File: config.mk
export PLATFORM = sky130hd
export DESIGN_NAME = modexpa7_sync_fifo
export DESIGN_NICKNAME = d
export VERILOG_FILES = /design/src/rtl/modexpa7_sync_fifo.sv
export SDC_FILE = /design/constraint.sdc
export NUM_CORES = 1
export LEC_CHECK = 0
export ABC_AREA = 0
export CAP_MARGIN = 25
export CELL_PAD_IN_SITES_DETAIL_PLACEMENT = 1
export CELL_PAD_IN_SITES_GLOBAL_PLACEMENT = 1
export CORE_UTILIZATION = 43
export DETAILED_ROUTE_END_ITERATION = 8
export MAX_ROUTING_LAYER = met4
export PLACE_DENSITY_LB_ADDON = 0.3
export REMOVE_ABC_BUFFERS = 1
export SKIP_CTS_REPAIR_TIMING = 1
export SYNTH_ARGS = -nofsm -noshare
export SYNTH_HDL_FRONTEND = slang
export SYNTH_SLANG_ARGS = --single-unit
File: constraint.sdc
create_clock -name clk -period 4.4 [get_ports clk]
set_clock_uncertainty 0.05 [all_clocks]
set_input_delay 0.66 -clock clk [delete_from_list [all_inputs] [get_ports clk]]
set_output_delay 0.66 -clock clk [all_outputs]
set_load 0.01 [all_outputs]
File: src/rtl/modexpa7_sync_fifo.sv
// ============================================================================
// modexpa7_sync_fifo: single-clock operand FIFO with registered read, flags,
// occupancy count and flush. Define MODEXPA7_SYNC_FIFO_ERR_EN for sticky
// err_ovf/err_unf. Rev 1.0
// ============================================================================
`default_nettype none

module modexpa7_sync_fifo #(
  parameter int BUS_WIDTH     = 128,
  parameter int DEPTH_BITS    = 2,
  parameter int AFULL_THRESH  = 3,
  parameter int AEMPTY_THRESH = 1
) (
  input  logic                  clk,
  input  logic                  rst,
  input  logic                  clr,
  input  logic                  wr_en,
  input  logic [BUS_WIDTH-1:0]  d_in,
  input  logic                  rd_en,
  output logic [BUS_WIDTH-1:0]  d_out,
  output logic                  d_valid,
  output logic                  full,
  output logic                  empty,
  output logic                  almost_full,
  output logic                  almost_empty,
  output logic [DEPTH_BITS:0]   count,
  output logic                  err_ovf,
  output logic                  err_unf
);

  localparam int NUM_WORDS = 1 << DEPTH_BITS;
  localparam logic [DEPTH_BITS:0]   CNT_FULL = (DEPTH_BITS+1)'(NUM_WORDS);
  localparam logic [DEPTH_BITS:0]   AF_LVL   = (DEPTH_BITS+1)'(AFULL_THRESH);
  localparam logic [DEPTH_BITS:0]   AE_LVL   = (DEPTH_BITS+1)'(AEMPTY_THRESH);
  localparam logic [DEPTH_BITS:0]   CNT_ONE  = (DEPTH_BITS+1)'(1);
  localparam logic [DEPTH_BITS-1:0] PTR_ONE  = DEPTH_BITS'(1);

  logic [BUS_WIDTH-1:0]  mem [NUM_WORDS];
  logic [DEPTH_BITS-1:0] ptr_wr;
  logic [DEPTH_BITS-1:0] ptr_rd;
  logic [DEPTH_BITS:0]   count_nxt;
  logic                  wr_acc;
  logic                  rd_acc;

  // Acceptance uses the registered flags, so a full FIFO still takes a read
  // while refusing the simultaneous write (and vice versa when empty).
  assign wr_acc = wr_en & ~full;
  assign rd_acc = rd_en & ~empty;

  always_comb begin
    count_nxt = count;
    if (wr_acc && !rd_acc)
      count_nxt = count + CNT_ONE;
    else if (rd_acc && !wr_acc)
      count_nxt = count - CNT_ONE;
  end

  // Storage is never reset so it maps onto distributed RAM.
  always_ff @(posedge clk) begin
    if (!rst && !clr && wr_acc)
      mem[ptr_wr] <= d_in;
  end

  always_ff @(posedge clk) begin
    if (rst) begin
      ptr_wr       <= '0;
      ptr_rd       <= '0;
      count        <= '0;
      full         <= 1'b0;
      empty        <= 1'b1;
      almost_full  <= 1'b0;
      almost_empty <= 1'b1;
      d_out        <= '0;
      d_valid      <= 1'b0;
    end else if (clr) begin
      ptr_wr       <= '0;
      ptr_rd       <= '0;
      count        <= '0;
      full         <= 1'b0;
      empty        <= 1'b1;
      almost_full  <= 1'b0;
      almost_empty <= 1'b1;
      d_valid      <= 1'b0;
    end else begin
      if (wr_acc)
        ptr_wr <= ptr_wr + PTR_ONE;
      if (rd_acc) begin
        ptr_rd <= ptr_rd + PTR_ONE;
        d_out  <= mem[ptr_rd];
      end
      d_valid      <= rd_acc;
      count        <= count_nxt;
      full         <= (count_nxt == CNT_FULL);
      empty        <= (count_nxt == '0);
      almost_full  <= (count_nxt >= AF_LVL);
      almost_empty <= (count_nxt <= AE_LVL);
    end
  end

`ifdef MODEXPA7_SYNC_FIFO_ERR_EN
  always_ff @(posedge clk) begin
    if (rst || clr) begin
      err_ovf <= 1'b0;
      err_unf <= 1'b0;
    end else begin
      if (wr_en && full)
        err_ovf <= 1'b1;
      if (rd_en && empty)
        err_unf <= 1'b1;
    end
  end
`else
  assign err_ovf = 1'b0;
  assign err_unf = 1'b0;
`endif

endmodule

`default_nettype wire

* Word level (Yosys, flattened, before mapping) *
Memories as Yosys holds them, arrays and structs flattened. A register that Yosys moved wholly into a read port is not among the register bits.
Index checks and enable logic that the tools add are counted.

word-level totals
  flip-flop bits (word level) = 12
  latch bits = 0
  memory bits (writable) = 512
  memory bits (read-only) = 0
  output and inout bits = 138
  word-level logic and storage cells = 36
  memories = 1

operators by class
  $add $sub $neg = 4
  multiply operators = 0
  divide/modulo/power cells = 0
  magnitude comparators = 2
  eq/ne operators = 1
  shift-type cells = 0
  muxes and demuxes = 4
  bitwise operators = 5
  reductions and logical operators = 11

memories
  memory  depth  width  rd ports  clocked after memory_dff  write ports  line  text
  mem     4      128    1         1                         1            38    logic [BUS_WIDTH-1:0] mem [NUM_WORDS];

operators by type and width
  cell                                                  number
  two-way mux 3 bit                                     2
  adder 2 x 1 -> 2 bit (second input constant)          2
  logical AND 1 bit                                     4
  zero test 1 bit                                       4
  adder 3 x 1 -> 3 bit (second input constant)          1
  == test 3 bit (second input constant)                 1
  >= comparator 3 x 2 -> 1 bit (second input constant)  1
  <= comparator 3 x 1 -> 1 bit (second input constant)  1
  zero test 3 bit                                       1
  NOT 1 bit                                             3
  subtractor 3 x 1 -> 3 bit (second input constant)     1
  AND 1 bit                                             2
  two-way mux 1 bit                                     2
  AND reduction 2 bit                                   1
  OR reduction 2 bit                                    1

* Longest topological paths before layout *
Gate-level depths: netlist of the first run.

  depth in word-level cells = 7
  depth in mapped cells = 7

* Least setup slack after synthesis of the first run *
Ideal clock, no wire load.

  path kind = input-to-reg
  from = in wr_en
  to = mem mem[0][0], enable pin
  arrival time = 3.976 ns
  required time = 3.847 ns
  setup slack = -0.129 ns
  stages = 3
  path buffers = 1
  cells stage by stage = and2b_1 -> buf_4 -> and3_1

between the ends
  word-level cells in the longest chain between the ends = 4

ends and longest elaborated chain
  what                                     line  text
  start, declared                          17    input logic wr_en,
  AND 1 bit                                47    assign wr_acc = wr_en & ~full;
  logical AND 1 bit                        60    if (!rst && !clr && wr_acc)
  two-way mux 1 bit                        60
  two-way mux 1 bit (implied by the code)  61    mem[ptr_wr] <= d_in;
  end, declared                            38

No other way between the ends.

* Final worst setup path of the first run *
  from = in rd_en
  to = reg d_out[20], read port of mem

between the ends
  word-level cells in the longest chain between the ends = 2

ends and longest elaborated chain
  what                                  line  text
  start, declared                       19    input logic rd_en,
  AND 1 bit                             48    assign rd_acc = rd_en & ~empty;
  AND reduction 2 bit (no source line)  --
  end, declared                         20    output logic [BUS_WIDTH-1:0] d_out,

No other way between the ends.
A chain may end at the register's enable or synchronous reset.

==> results of run 1 <==
cell families (layout without fill, tap and decap cells):
logic type	count (synthesis)	after routing	share of synthesized area [%]
AO/OA/AOI/OAI	138	138	3.01
buffers and inverters	80	418	1.98
AND/OR/NAND/NOR	288	288	4.79
multiplexers	129	129	12.3
XOR/XNOR	5	5	0.186
adder cells (fa/ha/maj)	8	8	0.404
other	1	9	0.0159
flip-flops	652	652	77.3
power breakdown:
part,switching (µW),internal [µW],total (µW)
registers,31.6,6710,6740
clock network,2300,3420,5730
logic,224,226,450
total,2560,10400,12900
state kept, by name, summed over array words and instances, names as in the netlist:
signal and cells:
count 3, ptr_rd 2, full 1, mem 512, d_valid 1, empty 1
almost_empty 1, d_out 128, almost_full 1, ptr_wr 2
layout make-up:
cell class,instances,area share (%)
sequential,652,62.2
multi-input combinational,570,16.8
timing repair buffer,292,10.3
clock buffer,89,6.30
tap,696,2.98
clock inverter,33,1.27
antenna,7,0.0599
inverter,4,0.0514
cell usage after synthesis, types with 2 or more instances:
cell type  count
and3_1         5
xnor2_1        4
buf_2         39
nand2b_1       3
dfxtp_1      140
maj3_1         2
ha_1           6
nor4_1         2
nand3_1        3
nor2_1         9
edfxtp_1     512
mux4_2       128
buf_6         11
o31ai_1        2
inv_1          4
buf_4          6
a211oi_1       3
nand2_1      260
a21oi_1      131
clkbuf_1      19
worst max-delay path, cell delays in order:
cell and delay, ps:
clkdlybuf4s50_1 470, nor2b_1 560, nand2b_4 460, buf_4 480, nand2_1 180, a21oi_1 90
worst max-delay path by stage:
stage,startpoint,endpoint,slack [ps],cells after the start
6_report,rd_en,d_out[20],1820,6
4_1_cts,rd_en,d_out[20],1820,6
2_1_floorplan,ptr_rd[0],d_out[0],-1970,3
3_3_place_gp,rd_en,d_out[23],1300,6
5_1_grt,rd_en,d_out[20],1650,6
3_5_place_dp,clr,mem[1][62],1210,4
per-stage QoR:
| stage | total power [µW] | hold slack (ps) |
|---|---|---|
| CTS | 13100 | 407 |
| global route | 13300 | 420 |
| global placement | 7310 | 390 |
| finish | 12900 | 406 |
| detailed placement | 7330 | 399 |
| floorplan | 7040 | 419 |
metal layers:
layer	vias to the layer above	routed length (µm)	GRT usage, %
met3	76	3080	4.55
met1	6413	23000	25.6
met2	290	27600	33.8
met4	0	935	5.41
li1	5565	-	-
met5	-	0	-
cell usage in the layout, fill, tap and decap left out, drive strengths merged, types with 9 or more instances in the layout:
| cell type | netlist | routed |
|---|---|---|
| clkbuf | 19 | 89 |
| clkinv | 0 | 21 |
| dfxtp | 140 | 140 |
| a21oi | 131 | 131 |
| mux4 | 128 | 128 |
| buf | 57 | 25 |
| edfxtp | 512 | 512 |
| nand2 | 260 | 260 |
| clkdlybuf4s50 | 0 | 267 |
| nor2 | 9 | 9 |
==> flow_metrics.py, run 1 <==
metrics = {
    "cells_and_area": {
        "fin_area_mm2": 0.0292,
        "fin_cells": 2343,
        "fillers": 4851,
        "synthToLayoutAreaGrowth_pct": 24.3,
        "fin_util_pct": 54.2,
        "nets": 1728,
        "multiInputGateArea_mm2": 0.00491,
        "drive_above_1_share_pct": 16.0,
        "regArea_mm2": 0.0182,
    },
    "setup_path": {
        "rrSetupSlack_ps": 2000,
        "r2r-end": "d_out[91]",
        "crit_type": "input port to flop",
        "cp-start-kind": "input port",
        "r2r_cells": 4,
        "cp.arrival_ps": 2940,
        "cp.required_ps": 4760,
        "crit_fanout": 49,
        "endpoint_kind": "flop",
        "r2r-start": "ptr_rd[0]",
    },
    "hold_path": {
        "hold_start": "d_out[38]",
        "hp-class": "flop to flop",
        "hold_depth": 2,
        "whs_endpoint": "d_out[38]",
    },
    "clock_network": {
        "numCtsBuffers": 69,
        "clock-sinks": 652,
        "htree_levels": 3,
        "clk_latency_ps": 580,
        "clockRootBuffer": "clkbuf_16",
        "path_clk_slew_ps": 60,
        "cts_tree": "built",
        "clk_path_buf_depth": 3,
    },
    "placed_design": {
        "post-dp-hpwl_um": 31900,
        "place_ws_ps": 1210,
        "place_area_mm2": 0.0270,
        "dp.cells": 2214,
        "place_congestion": 0.762,
        "io_buffers": 268,
    },
    "floorplanning": {
        "coreArea_mm2": 0.0539,
        "fp.dieH_um": 236,
        "die_w_um": 236,
        "initial_utilization_pct": 43.6,
        "pin_count": 271,
        "rows": 85,
        "dieArea_mm2": 0.0556,
    },
    "sta": {
        "min_period_ps": 2580,
        "worst_slack_ps": 1820,
        "max_freq_mhz": 388,
        "fin_crit_sh_pct": 58.6,
        "worst_slew_pin_slew_ps": 893,
        "fin_setup_tns_ps": 0,
        "setup_viol": 0,
        "relSlewSlack_pct": 40.5,
        "hold_violations": 0,
        "rsz0062_at_grt": "false",
        "slew_viol_final": 0,
    },
    "synthesis": {
        "ys_warn_count": 0,
        "ys_seq_area_share_pct": 77.3,
        "ys.flop_type": "edfxtp_1",
        "ys_seq_elements": 652,
        "syn_avg_cell_area_um2": 18.1,
        "synth_top_area_share_pct": 65.4,
        "async_reset_ff_share_pct": 0,
        "ys_types": 32,
        "synth_top_area_cell": "edfxtp_1",
        "synthTopCellsByArea": "edfxtp_1 (65%), mux4_2 (12%), dfxtp_1 (12%)",
        "synth_edf_count": 512,
        "synth_area_mm2": 0.0235,
        "syn_inst": 1301,
    },
    "grt": {
        "grt_max_degree": 129,
        "grt_pass1_wl_um": 82200,
        "grt_overflow": 0,
        "grt.total_usage_pct": 20.5,
        "grt_pass1_vias": 13100,
        "antenna_found_initial": 7,
    },
    "route": {
        "viasPerCell": 5.27,
        "wl_per_cell_um": 23.3,
        "wl_um": 54700,
        "drc": 0,
        "postRouteAntennaNets": 0,
        "first_pass_iters": 4,
        "drt_iter0_drc": 678,
        "vias": 12300,
    },
    "pwr": {
        "p_leak_uw": 0.00907,
        "ir_drop_mv": 0.307,
        "power_density_mw_per_mm2": 442,
    },
    "run": {
        "cap_violations": 0,
    },
    "status": {
        "status": "complete, no violations",
    },
}
No activity file was read; power rests on OpenSTA's default activity.
==> run 2: changes to the inputs <==
--- a/config.mk
+++ b/config.mk
@@ -9,7 +9,7 @@
 export CAP_MARGIN = 25
 export CELL_PAD_IN_SITES_DETAIL_PLACEMENT = 1
 export CELL_PAD_IN_SITES_GLOBAL_PLACEMENT = 1
-export CORE_UTILIZATION = 43
+export CORE_UTILIZATION = 48
 export DETAILED_ROUTE_END_ITERATION = 8
 export MAX_ROUTING_LAYER = met4
 export PLACE_DENSITY_LB_ADDON = 0.3
==> constraint.sdc (replaced) <==
create_clock -name clk -period 2.49 [get_ports clk]
set_clock_uncertainty 0.05 [all_clocks]
set_input_delay 0.3735 -clock clk [delete_from_list [all_inputs] [get_ports clk]]
set_output_delay 0.3735 -clock clk [all_outputs]
set_load 0.01 [all_outputs]
==> run 2 against run 1 <==
Against the previous run: total power grew 75%; critical endpoint is now count[0]; critical path depth shrank 5; first-iteration DRC count grew 44%; combinational power grew 96%; sequential share of layout area shrank 1.4 points; utilization grew 8.0 points; clock power grew 71%; sequential power grew 77%; cell area grew 2.3%; non-clock buffer count grew 59; flip-flop and latch count is the same; largest cell class unchanged; largest power group unchanged; clock-buffer cell count grew 15.
==> flow_metrics.py, run 2 (synthesized netlist as in run 1, its figures left out) <==
metrics = {
    "placed_design": {
        "place_congestion": 0.766,
        "dp.cells": 2192,
        "post-dp-hpwl_um": 38800,
        "io_buffers": 268,
    },
    "cells_and_area": {
        "nets": 1786,
        "top_regs": "mem (512), d_out (128), count (3)",
        "top_register": "mem",
        "layout_commonest_cell": "edfxtp_1",
        "layout.cells.most_common_list": "edfxtp_1 (512), clkdlybuf4s50_1 (267), nand2_1 (260)",
        "synthToLayoutAreaGrowth_pct": 27.2,
        "drive_above_1_share_pct": 18.8,
        "largest_register_ffs": 512,
        "fin_util_pct": 62.2,
        "fin_cells": 2323,
    },
    "pwr": {
        "ir_drop_mv": 0.561,
        "p_switching_uw": 4530,
        "pwr-share-clk_pct": 43.3,
        "power.internal_uw": 18000,
        "swShare_pct": 20.1,
        "power_frac_comb_pct": 3.9,
        "power_density_mw_per_mm2": 755,
        "p_leak_uw": 0.00947,
        "p_seq_share_pct": 52.8,
    },
    "setup_path": {
        "rrSetupSlack_ps": 640,
        "path_delay_family": "buffers and inverters",
        "crit_chain": "clkdlybuf4s50_1",
        "critPathBufInv": 1,
        "crit_fanout": 6,
        "r2r_cells": 3,
        "r2r-end": "mem[2][38]",
        "crit_path_start": "count[0]",
        "cp.depth": 1,
        "crit_path_end": "count[0]",
        "crit_type": "flop to output port",
        "cp.required_ps": 2070,
        "r2r-start": "full",
        "cp.arrival_ps": 1630,
        "cp_slowest_cell": "clkdlybuf4s50_1",
        "critPathMaxStageDelay_ps": 600,
        "cp-start-kind": "flop",
        "endpoint_kind": "output port",
    },
    "sta": {
        "hold_violations": 0,
        "fin_crit_sh_pct": 82.4,
        "setup_viol": 0,
        "min_period_ps": 2050,
        "max_freq_mhz": 487,
        "slew_viol_final": 0,
        "rsz0062_at_grt": "false",
        "worst_slew_pin_slew_ps": 697,
        "relSlewSlack_pct": 53.6,
    },
    "floorplanning": {
        "fp.dieH_um": 223,
        "die_w_um": 223,
        "dieArea_mm2": 0.0499,
        "coreArea_mm2": 0.0480,
        "rows": 80,
        "initial_utilization_pct": 48.9,
        "pin_count": 271,
    },
    "grt": {
        "grt_max_degree": 118,
        "antenna_found_initial": 8,
        "grt_overflow": 0,
        "grt_pass1_wl_um": 88000,
        "grt.total_usage_pct": 24.7,
        "grt_pass1_vias": 14000,
    },
    "clock_network": {
        "clockRootBuffer": "clkbuf_16",
        "path_clk_slew_ps": 60,
        "clk_path_buf_depth": 3,
        "clk_latency_ps": 590,
        "htree_levels": 3,
        "cts_tree": "built",
        "clock-sinks": 652,
        "numCtsBuffers": 68,
    },
    "route": {
        "postRouteAntennaNets": 0,
        "vias": 12900,
        "drc": 0,
        "wl_per_cell_um": 25.3,
        "first_pass_iters": 4,
        "drt_iter0_drc": 973,
        "wl_um": 58800,
        "viasPerCell": 5.57,
    },
    "run": {
        "cap_violations": 0,
    },
    "status": {
        "status": "complete, no violations",
    },
    "hold_path": {
        "hp-class": "input port to flop",
    },
}
-- run 2: cell types whose count changed in the layout (fill, tap and decap cells not counted), moves of 4 or more --
cell       before  now
clkbuf_16      69   73
buf_4          13   41
clkinv_2       15   10
clkbuf_8        4   13
buf_12         12   43
bufinv_16       8    0
-- run 2: power by group through the flow --
stage / clock, µW / sequential [µW] / combinational, µW
after CTS: 9960 / 11900 / 893
after detailed placement: 0 / 12100 / 883
after global placement: 0 / 12100 / 851
final: 9770 / 11900 / 884
after floorplan: 0 / 12200 / 259
after global routing: 10300 / 11900 / 938
-- run 2: metal layers --
metal  track usage [%]  share of wire [%]
met4              7.84                2.0
met3              4.69                5.7
met5                 -                  0
met2              40.8                 52
met1              31.0                 41
-- run 2: area by class of cell --
class / instances / area [µm²]
Sequential cell: 652 / 18200
Fill cell: 4217 / 18100
Multi-Input combinational cell: 570 / 4910
Timing Repair Buffer: 351 / 3840
Clock buffer: 104 / 2070
Tap cell: 615 / 769
Clock inverter: 19 / 91.3
Antenna cell: 8 / 20.0
Inverter: 4 / 15.0
-- run 2: how the worst min path moves through the flow --
| stage | from | endpoint | slack [ps] | depth (start not counted) |
|---|---|---|---|---|
| CTS | rst | almost_empty | 230 | 4 |
| floorplan | rst | d_out[0] | 390 | 1 |
| global placement | d_out[40] | d_out[40] | 390 | 2 |
| finish | rst | almost_empty | 260 | 4 |
| global route | rst | empty | 250 | 4 |
| detailed placement | d_out[2] | d_out[2] | 400 | 2 |
-- run 2: per-stage QoR --
step	TNS (ps)	worst slack, ps	area (µm²)	hold WS (ps)	power (µW)
after detailed placement	0	209	27700	400	13000
after CTS	0	391	29900	229	22800
after global placement	0	272	27700	392	13000
final	0	439	29900	258	22600
after global routing	0	377	29900	253	23200
after floorplan	-1427260	-3880	23100	393	12400
